<file path="src/rtl/bus6502_pkg.sv">
// Register map, bit positions and constants shared by the 6502 bus timer.
package bus6502_pkg;

    typedef enum logic [2:0] {
        REG_CNT_LO = 3'd0,
        REG_CNT_HI = 3'd1,
        REG_CTRL   = 3'd2,
        REG_STATUS = 3'd3,
        REG_WDKICK = 3'd4,
        REG_WDTIME = 3'd5,
        REG_RSVD6  = 3'd6,
        REG_RSVD7  = 3'd7
    } reg_off_e;

    localparam int CTRL_EN      = 0;
    localparam int CTRL_ONESHOT = 1;
    localparam int CTRL_IRQEN   = 2;
    localparam int CTRL_WDEN    = 3;

    localparam int STAT_TF  = 0;
    localparam int STAT_WDF = 1;

    localparam logic [7:0] WD_KICK = 8'h5A;

endpackage

</file>
<file path="src/rtl/bus6502_downcnt.sv">
// 16-bit down counter: load has priority over decrement.
module bus6502_downcnt (
    input  logic        i_clk,
    input  logic        i_rst_n,
    input  logic        i_ld,
    input  logic [15:0] i_ld_val,
    input  logic        i_en,
    output logic [15:0] o_q,
    output logic        o_zero
);

    logic [15:0] r_q;

    always_ff @(posedge i_clk or negedge i_rst_n) begin
        if (!i_rst_n) begin
            r_q <= 16'd0;
        end else if (i_ld) begin
            r_q <= i_ld_val;
        end else if (i_en) begin
            r_q <= r_q - 16'd1;
        end
    end

    assign o_q    = r_q;
    assign o_zero = (r_q == 16'd0);

endmodule

</file>
<file path="src/rtl/bus6502_timer.sv">
// Memory-mapped interval timer plus sticky watchdog on a 6502-style bus,
// with a configurable number of wait states per access.
module bus6502_timer #(
    parameter logic [15:0] BASE = 16'hD000,
    parameter int          WAIT = 0
) (
    input  logic        clk,
    input  logic        reset,
    input  logic [15:0] A,
    input  logic [7:0]  DO,
    input  logic        WE,
    output logic [7:0]  DI,
    output logic        RDY,
    output logic        IRQ,
    output logic        NMI
);
    import bus6502_pkg::*;

    localparam logic [1:0] LP_WAIT = 2'(WAIT);

    logic [1:0]  r_wcnt;
    logic [7:0]  r_llo, r_lhi, r_wdt, r_di;
    logic        r_en, r_os, r_ie, r_wden, r_tf, r_wdf;

    logic        w_sel, w_commit, w_wr;
    reg_off_e    w_off;
    logic        w_wr_lo, w_wr_hi, w_wr_ctrl, w_wr_stat, w_wr_kick, w_wr_wdt;
    logic [7:0]  w_rdata;
    logic [15:0] w_tm_q, w_tm_val, w_wd_q;
    logic        w_tm_zero, w_expire, w_tm_ld;
    logic        w_wd_zero, w_wd_ld, w_wd_run, w_wd_hit;
    logic        w_kick, w_wden_set, w_wdf_clr;

    assign w_sel    = (A[15:3] == BASE[15:3]);
    // RDY is forced high during reset so a stalled CPU is released.
    assign RDY      = !reset || !w_sel || (r_wcnt == LP_WAIT);
    assign w_commit = w_sel && RDY;
    assign w_wr     = w_commit && WE;
    assign w_off    = reg_off_e'(A[2:0]);

    assign w_wr_lo   = w_wr && (w_off == REG_CNT_LO);
    assign w_wr_hi   = w_wr && (w_off == REG_CNT_HI);
    assign w_wr_ctrl = w_wr && (w_off == REG_CTRL);
    assign w_wr_stat = w_wr && (w_off == REG_STATUS);
    assign w_wr_kick = w_wr && (w_off == REG_WDKICK);
    assign w_wr_wdt  = w_wr && (w_off == REG_WDTIME);

    always_ff @(posedge clk or negedge reset) begin
        if (!reset) begin
            r_wcnt <= 2'd0;
        end else if (!w_sel || w_commit) begin
            r_wcnt <= 2'd0;
        end else if (r_wcnt < LP_WAIT) begin
            r_wcnt <= r_wcnt + 2'd1;
        end
    end

    assign w_expire = r_en && w_tm_zero;
    assign w_tm_ld  = w_wr_hi || w_expire;
    assign w_tm_val = w_wr_hi ? {DO, r_llo} : {r_lhi, r_llo};

    bus6502_downcnt u_timer (
        .i_clk    (clk),
        .i_rst_n  (reset),
        .i_ld     (w_tm_ld),
        .i_ld_val (w_tm_val),
        .i_en     (r_en),
        .o_q      (w_tm_q),
        .o_zero   (w_tm_zero)
    );

    assign w_kick     = w_wr_kick && (DO == WD_KICK);
    assign w_wden_set = w_wr_ctrl && DO[CTRL_WDEN] && !r_wden;
    assign w_wdf_clr  = w_wr_stat && DO[STAT_WDF] && r_wdf;
    assign w_wd_ld    = w_kick || w_wden_set || w_wdf_clr;
    assign w_wd_run   = r_wden && !r_wdf;
    // WDF rises on the same edge the count reaches zero.
    assign w_wd_hit   = w_wd_run && !w_wd_ld &&
                        (w_wd_zero || (w_wd_q == 16'd1));

    bus6502_downcnt u_wdog (
        .i_clk    (clk),
        .i_rst_n  (reset),
        .i_ld     (w_wd_ld),
        .i_ld_val ({r_wdt, 8'h00}),
        .i_en     (w_wd_run && !w_wd_zero),
        .o_q      (w_wd_q),
        .o_zero   (w_wd_zero)
    );

    always_ff @(posedge clk or negedge reset) begin
        if (!reset) begin
            r_llo  <= 8'h00;
            r_lhi  <= 8'h00;
            r_wdt  <= 8'hFF;
            r_en   <= 1'b0;
            r_os   <= 1'b0;
            r_ie   <= 1'b0;
            r_wden <= 1'b0;
            r_tf   <= 1'b0;
            r_wdf  <= 1'b0;
        end else begin
            if (w_wr_lo) r_llo <= DO;
            if (w_wr_hi) r_lhi <= DO;
            if (w_wr_wdt) r_wdt <= DO;
            if (w_wr_ctrl) begin
                r_en   <= DO[CTRL_EN];
                r_os   <= DO[CTRL_ONESHOT];
                r_ie   <= DO[CTRL_IRQEN];
                r_wden <= r_wden | DO[CTRL_WDEN];
            end else if (w_expire && r_os) begin
                r_en <= 1'b0;
            end
            if (w_expire) begin
                r_tf <= 1'b1;
            end else if (w_wr_stat && DO[STAT_TF]) begin
                r_tf <= 1'b0;
            end
            if (w_wd_hit) begin
                r_wdf <= 1'b1;
            end else if (w_wdf_clr) begin
                r_wdf <= 1'b0;
            end
        end
    end

    always_comb begin
        w_rdata = 8'h00;
        case (w_off)
            REG_CNT_LO: w_rdata = w_tm_q[7:0];
            REG_CNT_HI: w_rdata = w_tm_q[15:8];
            REG_CTRL: begin
                w_rdata[CTRL_EN]      = r_en;
                w_rdata[CTRL_ONESHOT] = r_os;
                w_rdata[CTRL_IRQEN]   = r_ie;
                w_rdata[CTRL_WDEN]    = r_wden;
            end
            REG_STATUS: begin
                w_rdata[STAT_TF]  = r_tf;
                w_rdata[STAT_WDF] = r_wdf;
            end
            REG_WDTIME: w_rdata = r_wdt;
            default: w_rdata = 8'h00;
        endcase
    end

    always_ff @(posedge clk or negedge reset) begin
        if (!reset) begin
            r_di <= 8'h00;
        end else begin
            r_di <= (w_commit && !WE) ? w_rdata : 8'h00;
        end
    end

    assign DI  = r_di;
    assign IRQ = r_tf && r_ie;
    assign NMI = r_wdf;

endmodule

</file>
<file path="config.mk">
export PLATFORM = sky130hd
export DESIGN_NAME = bus6502_timer
export DESIGN_NICKNAME = d
export VERILOG_FILES = /design/src/rtl/bus6502_pkg.sv /design/src/rtl/bus6502_downcnt.sv /design/src/rtl/bus6502_timer.sv
export SDC_FILE = /design/constraint.sdc
export NUM_CORES = 1
export LEC_CHECK = 0
export ABC_CLOCK_PERIOD_IN_PS = 3130
export BUFFER_PORTS_ARGS = -buffer_cell sky130_fd_sc_hd__buf_2
export CORE_ASPECT_RATIO = 0.7
export CORE_UTILIZATION = 34
export CTS_CLUSTER_DIAMETER = 40
export CTS_CLUSTER_SIZE = 16
export DETAILED_ROUTE_END_ITERATION = 8
export SLEW_MARGIN = 20
export SYNTH_ARGS = -nofsm -noshare
export SYNTH_HDL_FRONTEND = slang
export SYNTH_HIERARCHICAL = 1
export SYNTH_SLANG_ARGS = --single-unit
</file>
<file path="constraint.sdc">
create_clock -name clk -period 3.13 [get_ports clk]
set_input_delay 0.1565 -clock clk [delete_from_list [all_inputs] [get_ports clk]]
set_output_delay 0.1565 -clock clk [all_outputs]
set_load 0.01 [all_outputs]
</file>
Yosys cells after proc, flatten, opt, wreduce, memory -nomap -nowiden
Cells that the tools add are included.
Word-level totals
  logic and storage cells: 89
  input port bits: 27
  register bits after elaboration: 72
  memories kept: 0
  bits in writable memories: 0
  ROM bits: 0
  bits in latches: 0
  output and inout port bits: 11
Operators by class
  equal/unequal tests: 8
  shifts and indexed selects: 0
  bitwise gates (word level): 1
  order comparisons: 1
  $mul: 0
  add/sub/neg operators: 3
  div/mod/pow operators: 0
  muxes and demuxes: 17
  reduce and logical (&&, ||, !) cells: 46
Operators with widths (count)
  16-bit 2-to-1 mux: 5
  16-bit zero test: 2
  16-bit by 1-bit subtractor with 16-bit output, second input constant: 2
  1-bit logical AND: 22
  16-bit by 1-bit equality test with 1-bit output, second input constant: 1
  13-bit equality test, second input constant: 1
  4-bit case mux with 3 select lines: 1
  2-bit nonzero test: 6
  2-bit case mux with 5 select lines: 1
  8-bit by 7-bit equality test with 1-bit output, second input constant: 1
  8-bit 2-to-1 mux: 1
  2-bit case mux with 4 select lines: 1
  1-bit zero test: 7
  1-bit logical OR: 7
  3-bit by 2-bit equality test with 1-bit output, second input constant: 2
  3-bit equality test, second input constant: 2
  1-bit 2-to-1 mux: 6
  2-bit 2-to-1 mux: 2
  3-bit by 1-bit equality test with 1-bit output, second input constant: 1
  3-bit zero test: 1
  2-bit by 1-bit adder with 2-bit output, second input constant: 1
  2-bit zero test: 1
  2-bit by 1-bit < comparator with 1-bit output, second input constant: 1
  1-bit bitwise OR: 1

Logic depth before layout (Yosys ltp)
Gate-level depths: netlist (run 1).
  depth after elaboration: 15
  depth in mapped cells: 12

Hierarchy
Netlist (run 1), hierarchy kept.
By module, submodules not included
  bus6502_downcnt: sequential area each 400.4 µm², instances 2, area each 1028.5 µm², cells each 111
  bus6502_timer: sequential area each 960.9 µm², instances 1, area each 1908.1 µm², cells each 152

Least setup slack after synthesis (run 1)
OpenSTA, ideal clock, no wires.
  kind: reg-to-reg
  from: register u_timer.r_q[4] (netlist: u_timer/o_q[4])
  to: register u_timer.r_q[8] (netlist: u_timer/o_q[8])
  clock period less this slack: 2.926 ns
  setup slack: 0.204 ns
  arrival time: 2.789 ns
  required time: 2.993 ns
  cell stages (with the launch flop): 12
  path through: dfrtp_1 -> or4_4 -> buf_6 -> buf_8 -> or4b_4 -> nor3_2 -> a21o_1 -> clkbuf_1 -> clkbuf_1 -> nor2_1 -> nand4_1 -> nand3_1
Between the ends
  word-level cells in the longest chain between the ends: 4
  elaborated cells between the ends (all ways): 7
  those cells by class: add/sub: 1; mux: 2; reduce/logical: 4
RTL lines
  start, declared: line bus6502_downcnt.sv:12  | logic [15:0] r_q;
  start signal, assigned: line bus6502_downcnt.sv:18  | r_q <= i_ld_val;
  start signal, assigned: line bus6502_downcnt.sv:20  | r_q <= r_q - 16'd1;
  16-bit zero test *: line bus6502_downcnt.sv:25  | assign o_zero = (r_q == 16'd0);
  net w_tm_zero: line bus6502_timer.sv:30  | logic w_tm_zero, w_expire, w_tm_ld;
  1-bit logical AND *: line bus6502_timer.sv:58  | assign w_expire = r_en && w_tm_zero;
  1-bit logical OR *: line bus6502_timer.sv:59  | assign w_tm_ld = w_wr_hi || w_expire;
  net w_tm_ld: line bus6502_timer.sv:30
  16-bit 2-to-1 mux or 2-bit nonzero test (tied branches)
Mark *: on every way through the listed nets, which the timed path passes. The rest lies on a longest branch. The select of a mux whose other input is x is not followed.
A chain may end at the register's enable or synchronous reset.

Worst setup path in the final report (run 1)
  from: register u_wdog.r_q[0] (netlist: u_wdog/o_q[0])
  to: register u_wdog.r_q[9] (netlist: u_wdog/o_q[9])
Between the ends
  word-level cells in the longest chain between the ends: 4
  elaborated cells between the ends (all ways): 7
  those cells by class: add/sub: 1; mux: 2; reduce/logical: 4
RTL lines
  start, declared: line bus6502_downcnt.sv:12
  start signal, assigned: line bus6502_downcnt.sv:18
  start signal, assigned: line bus6502_downcnt.sv:20
  16-bit zero test: line bus6502_downcnt.sv:25
  net w_wd_zero: line bus6502_timer.sv:31  | logic w_wd_zero, w_wd_ld, w_wd_run, w_wd_hit;
  1-bit zero test: line bus6502_timer.sv:86  | .i_en (w_wd_run && !w_wd_zero),
  1-bit logical AND: line bus6502_timer.sv:86
  2-bit nonzero test (no source line)
The timed path passes the listed nets, and every way through them passes these cells. The select of a mux whose other input is x is not followed.

==> impl_metrics.py, run 1 <==
metrics = {
    "run_status": {
        "status": "complete, no violations",
    },
    "sta": {
        "rsz0062_at_grt": "no",
        "worstMarginPinSlew_ps": 901,
        "setup_violations": 0,
        "fin_crit_ps": 2790,
        "skew_ps": 5.84,
        "finalSetupTns_ps": 0,
        "maxSlewViolCount": 0,
        "relSlewSlack_pct": 39.9,
        "period_share_pct": 89.1,
        "finalHoldViolations": 0,
        "max_freq_mhz": 359,
    },
    "power_and_ir_drop": {
        "clockPowerShare_pct": 52.1,
        "p_int_uw": 1640,
        "ir_drop_v": 0.000223,
        "cellLeakagePower_uw": 0.00192,
        "seq_power_share_pct": 43.8,
        "power_per_cell_area_nw_per_um2": 448,
        "switching_share_pct": 20.9,
        "p_comb_share_pct": 4.1,
        "switchingPower_uw": 434,
    },
    "grt": {
        "grt_use_total_pct": 17.4,
        "gr-total-overflow": 0,
        "gr-usage-met3_pct": 3.76,
        "grt_pass1_wl_um": 15900,
        "gr-max-usage-layer": "met1",
        "grt_util_met1_pct": 27.2,
        "grt_start_max_net_pins": 71,
        "use_met2_pct": 23.1,
        "grt_pass1_vias": 3028,
        "antenna_found_initial": 0,
    },
    "placed_design": {
        "post-dp-hpwl_um": 7000,
        "placed_cell_area_um2": 4310,
        "gp_congestion": 0.873,
        "numPortBuffers": 36,
    },
    "cts": {
        "cts_tree": "done",
        "cts_buffers": 9,
        "cts_root_buf": "clkbuf_16",
        "cts_resized": 0,
        "clock_sinks": 70,
        "holdBufCountCts": 0,
        "clk_latency_ps": 330,
        "cts_max_level": 3,
        "cts_buffer_depth": 2,
        "clk_pin_slew_ps": 50,
        "post_cts_buffers": 0,
    },
    "synth": {
        "synth_seq_area_share_pct": 44.4,
        "synthMostInstantiatedCell": "dfrtp_1",
        "netlist_top_cells_area": "dfrtp_1 (39%), mux2_2 (8.0%), dfstp_2 (5.3%)",
        "synth_commonest_cells": "dfrtp_1 (62), nor2_1 (32), mux2_2 (28), nand2_1 (18), nor4_1 (16)",
        "synth_top_cell_by_area": "dfrtp_1",
        "synth_warnings": 6,
        "ys_types": 58,
        "synth_top_cell_area_share_pct": 39.1,
        "synth-edff-count": 0,
        "synthArstFlopShare_pct": 100,
        "syn_avg_cell_area_um2": 10.6,
        "syn-cell-area_um2": 3970,
        "synth_seq_cells": 70,
        "ys.flop_type": "dfrtp_1",
        "synthCells": 374,
    },
    "routing": {
        "vias_per_cell": 5.64,
        "drc_errors": 0,
        "ant_nets": 0,
        "first_iter_violations": 226,
        "wl_per_cell_um": 17.2,
        "routed_wirelength_um": 9860,
        "via_count": 3226,
        "drt_first_pass_iters": 5,
    },
    "final_layout": {
        "post_route_cells_drive_above_1_share_pct": 27.7,
        "fin_nets": 443,
        "final_cell_area_um2": 4630,
        "area_delta_synth_final_pct": 16.7,
        "diodes": 0,
    },
    "setup_path": {
        "reg2reg_to": "u_wdog/o_q[9]",
        "crit_required_ps": 3310,
        "start_kind": "flop",
        "arrival_ps": 2970,
        "path_class": "flop to flop",
        "r2r_setup_slack_ps": 340,
        "worstSetupEndpointType": "flop",
        "r2r-start": "u_wdog/o_q[0]",
        "critPathMaxFanout": 8,
        "r2r_cells": 9,
    },
    "hold_path": {
        "hp-class": "input port to async pin",
    },
    "floorplan": {
        "ios": 38,
        "dieArea_um2": 12100,
        "placementRows": 32,
        "die_h_um": 92.4,
        "start_util_pct": 35.5,
        "die-width_um": 131,
        "core_um2": 11200,
    },
    "job": {
        "maxCapViolCount": 0,
    },
}
## metal layers
metal	part of all wire [%]	vias to the layer above
met5	0	-
met4	1.1	0
met3	5.8	15
met2	40	102
met1	53	1600
li1	-	1509
## worst max-delay path, stage by stage (launching register included)
cell	delay, ps
dfrtp_1	420
inv_1	70
ha_1	240
or4b_4	220
nor3_2	40
nor2_1	380
or4b_1	650
buf_4	210
o41ai_1	260
a31oi_1	150
## through the flow
stage	worst slack (ps)	utilization [%]	instances	total power (uW)	hold slack, ps
after floorplan	204	-	381	957	-139
after global placement	318	38.5	556	1010	430
after detailed placement	260	38.5	556	1010	436
after CTS	365	41.4	572	2090	82.0
after global routing	132	41.4	572	2140	118
final	341	41.4	572	2070	18.7
## registers in the layout, indices dropped and copies added, names as in the netlist, 8 cells and up
signal	flops
DI	8
r_lhi	8
r_llo	8
r_wdt	8
u_timer/o_q	16
u_wdog/o_q	16
## how the worst max path moves through the flow
| stage | from | endpoint | slack, ps | cells past startpoint |
|---|---|---|---|---|
| after floorplan | u_timer/o_q[4] | u_timer/o_q[8] | 200 | 11 |
| after global placement | A[4] | u_timer/o_q[15] | 320 | 10 |
| after detailed placement | A[4] | u_timer/o_q[12] | 260 | 10 |
| after CTS | u_wdog/o_q[0] | u_wdog/o_q[9] | 360 | 9 |
| after global routing | u_wdog/o_q[0] | u_wdog/o_q[9] | 130 | 9 |
| final | u_wdog/o_q[0] | u_wdog/o_q[9] | 340 | 9 |
## power groups by stage
stage,clock [uW],sequential [uW],combinational [uW]
finish,1080,907,84.4
CTS,1100,907,85.5
global route,1140,907,94.4
floorplan,0,923,34.0
global placement,0,923,84.6
detailed placement,0,923,85.2
## cell usage in the layout (no fill, tap or decap), drive strengths merged, types with 5 or more instances in the layout
master,count
nor2,32
nand3,7
or2,5
nor2b,9
o21ai,13
o311ai,6
mux2i,8
or4b,5
conb,9
and2,6
clkbuf,14
nor4,18
or3,6
a31oi,12
a221o,8
or4,15
dfrtp,62
o41a,8
inv,8
mux2,29
nand2b,5
nand2,18
buf,48
dfstp,8
## cell families after synthesis
group | count (synthesis) | share of synthesized area [%]
buffers and inverters | 34 | 4.48
multiplexers | 38 | 10.8
AO/OA/AOI/OAI | 76 | 15.1
AND/OR/NAND/NOR | 148 | 23.5
XOR/XNOR | 4 | 0.883
other | 2 | 0.189
adder cells (fa/ha/maj) | 2 | 0.631
flip-flops | 70 | 44.4
## cell type report
| cell class | count | area, um2 |
|---|---|---|
| Inverter | 8 | 30.0 |
| Sequential cell | 70 | 1760 |
| Timing Repair Buffer | 48 | 270 |
| Clock inverter | 2 | 37.5 |
| Clock buffer | 14 | 284 |
| Fill cell | 1093 | 6540 |
| Multi-Input combinational cell | 277 | 2050 |
| Tap cell | 153 | 191 |
Power figures use the tool's default switching activity.
==> run 2: changes to the inputs <==
SYNTH_HIERARCHICAL = default   (was 1)
==> run 2 against run 1 <==
Net effect: maximum frequency is 9.0% higher; design area is 5.0% lower; combinational power increased by 110%; largest power group unchanged; first-iteration DRC count decreased by 8.4%; count of clock-buffer cells in the layout fell by 4; clock power decreased by 6%; synthesized cell count fell by 1.6%.
==> impl_metrics.py, run 2 <==
metrics = {
    "run_status": {
        "status": "complete, no violations",
    },
    "final_layout": {
        "post_route_cells_drive_above_1_share_pct": 25.7,
        "regArea_um2": 1760,
        "multiInputGateArea_um2": 1850,
        "fin_nets": 438,
        "layout_common_cells": "dfrtp_1 (62), nand2_1 (36), buf_2 (36), o21ai_0 (29), mux2_2 (27)",
        "final_common_cell": "dfrtp_1",
        "area_delta_synth_final_pct": 17.7,
        "fillerInstances": 1030,
        "diodes": 0,
    },
    "sta": {
        "relSlewSlack_pct": 49.4,
        "max_freq_mhz": 391,
        "worstMarginPinSlew_ps": 754,
        "rsz0062_at_grt": "no",
        "finalSetupTns_ps": 0,
        "period_share_pct": 81.8,
        "finalHoldViolations": 0,
        "setup_violations": 0,
        "maxSlewViolCount": 0,
        "skew_ps": 5.80,
        "fin_crit_ps": 2560,
    },
    "synth": {
        "ys_types": 56,
        "synth_compound_area_share_pct": 11.5,
        "post_synth_fa_ha_maj_area_fraction_pct": 1.01,
        "syn-cell-area_um2": 3730,
        "synth_warnings": 0,
        "synth_top_cell_area_share_pct": 41.6,
        "synth_commonest_cells": "dfrtp_1 (62), nand2_1 (36), o21ai_0 (29), mux2_2 (27), nor2_1 (25)",
        "synth_top_family_by_area": "simple AND/OR/NAND/NOR gates",
        "synth_seq_area_share_pct": 47.2,
        "synthCells": 368,
        "syn_avg_cell_area_um2": 10.1,
        "ys.flop_type": "dfrtp_1",
        "synthMostInstantiatedCell": "dfrtp_1",
        "synth_top_cell_by_area": "dfrtp_1",
        "netlist_top_cells_area": "dfrtp_1 (42%), mux2_2 (8.1%), dfstp_2 (5.6%)",
        "synth-edff-count": 0,
        "synth_seq_cells": 70,
        "synthArstFlopShare_pct": 100,
        "synth_nets": 398,
        "synthSimpleGateAreaFrac_pct": 20.9,
        "synth_mux_area_share_pct": 11.4,
        "synth_xor_area_share_pct": 4.69,
    },
    "setup_path": {
        "cpPeakStageDelay_ps": 680,
        "path_class": "flop to flop",
        "arrival_ps": 2760,
        "cpMaxStageDelayCell": "or4_1",
        "r2r_cells": 5,
        "crit_required_ps": 3330,
        "cp_cell_sequence": "or4_1 > or3_1 > or2_0 > o21ai_0 > o21ai_0",
        "cp_common_cell": "o21ai_0",
        "critPathMaxFanout": 10,
        "worstSetupEndpointType": "flop",
        "start_kind": "flop",
    },
    "hold_path": {
        "hp-class": "input port to flop",
        "hold_path_depth": 3,
    },
    "power_and_ir_drop": {
        "clockPowerShare_pct": 46.6,
        "ir_drop_v": 0.000307,
        "switchingPower_uw": 532,
        "p_int_uw": 1660,
        "cellLeakagePower_uw": 0.00192,
        "switching_share_pct": 24.3,
        "p_comb_share_pct": 8.0,
        "power_per_cell_area_nw_per_um2": 498,
        "power.total_uw": 2190,
        "seq_power_share_pct": 45.4,
    },
    "grt": {
        "grt_pass1_wl_um": 15500,
        "grt_start_max_net_pins": 28,
        "gr-total-overflow": 0,
        "antenna_found_initial": 0,
        "grt_use_total_pct": 18.1,
        "grt_pass1_vias": 2951,
    },
    "cts": {
        "clk_latency_ps": 330,
        "cts_buffers": 9,
        "cts_tree": "done",
        "cts_root_buf": "clkbuf_16",
        "cts_buffer_depth": 2,
        "clk_pin_slew_ps": 60,
        "clock_sinks": 70,
        "cts_max_level": 3,
        "post_cts_buffers": 0,
    },
    "routing": {
        "wl_per_cell_um": 16.5,
        "via_count": 2946,
        "vias_per_cell": 5.25,
        "drt_first_pass_iters": 4,
        "ant_nets": 0,
        "routed_wirelength_um": 9270,
        "first_iter_violations": 207,
        "drc_errors": 0,
    },
    "floorplan": {
        "ios": 38,
        "core_um2": 10500,
        "start_util_pct": 35.5,
        "die_h_um": 89.7,
        "placementRows": 31,
        "dieArea_um2": 11400,
        "die-width_um": 127,
    },
    "job": {
        "maxCapViolCount": 0,
    },
    "placed_design": {
        "post-dp-hpwl_um": 6860,
        "numPortBuffers": 36,
        "gp_congestion": 0.805,
    },
}
[run 2: critical path, delay by kind of cell (launching register included)]
family | cells | cell delay, ps
and+or+nand+nor | 3 | 1690
DFF | 1 | 420
AOI/OAI and AO/OA | 2 | 320
[run 2: path summary, 6_finish.rpt]
| check | from | endpoint | slack [ps] |
|---|---|---|---|
| min | DO[7] | r_lhi[7] | 100 |
| min in group asynchronous | reset | u_timer.o_q[13] | 370 |
| max | u_timer.o_q[4] | u_timer.o_q[8] | 570 |
| min reg2reg | r_lhi[7] | r_lhi[7] | 460 |
| max in group asynchronous | reset | r_wdt[0] | 1950 |
| max reg2reg | u_timer.o_q[4] | u_timer.o_q[8] | 570 |
[run 2: kinds of logic (layout without fill, tap and decap cells)]
kind of cell | after synthesis | count (layout)
and+or+nand+nor | 142 | 142
AOI/OAI and AO/OA | 67 | 67
other | 1 | 1
xor gates and xnor gates | 20 | 20
adders and majority gates | 3 | 3
muxes | 38 | 38
buffers and inverters | 27 | 72
DFF | 70 | 70
[run 2: timing repair]
item | 4_1_cts | 5_1_grt
resized for setup | 0 | 0
hold buffers | 1 | 0
endpoints found under the hold margin | 22 | 0
[run 2: layout make-up]
type | instances | area share (%)
Clock buffer | 10 | 5.44
Clock inverter | 6 | 1.40
Inverter | 10 | 0.854
Multi-Input combinational cell | 271 | 42.1
Sequential cell | 70 | 40.1
Tap cell | 148 | 4.21
Timing Repair Buffer | 46 | 5.87
[run 2: per-layer routing]
metal,GRT usage [%],wire length (um),vias to the layer above
met1,26.3,4800,1431
li1,-,-,1412
met3,4.74,720,7
met2,26.3,3680,96
met5,0,0,-
met4,5.41,63,0
[run 2: metrics by stage]
| stage | hold slack (ps) | setup slack, ps | cell area, um2 | std cells | util, % |
|---|---|---|---|---|---|
| floorplan | -139 | 864 | 3730 | 368 | - |
| global placement | 197 | 666 | 4080 | 544 | 38.9 |
| detailed placement | 198 | 619 | 4080 | 544 | 38.9 |
| CTS | 102 | 591 | 4390 | 561 | 41.8 |
| global route | 107 | 432 | 4390 | 561 | 41.8 |
| finish | 103 | 571 | 4390 | 561 | 41.8 |
[run 2: power groups by stage]
stage / combinational, uW / clock, uW / sequential, uW
floorplan: 103 / 0 / 994
global placement: 173 / 0 / 1000
detailed placement: 174 / 0 / 1010
CTS: 176 / 1040 / 991
global route: 197 / 1080 / 998
finish: 176 / 1020 / 993
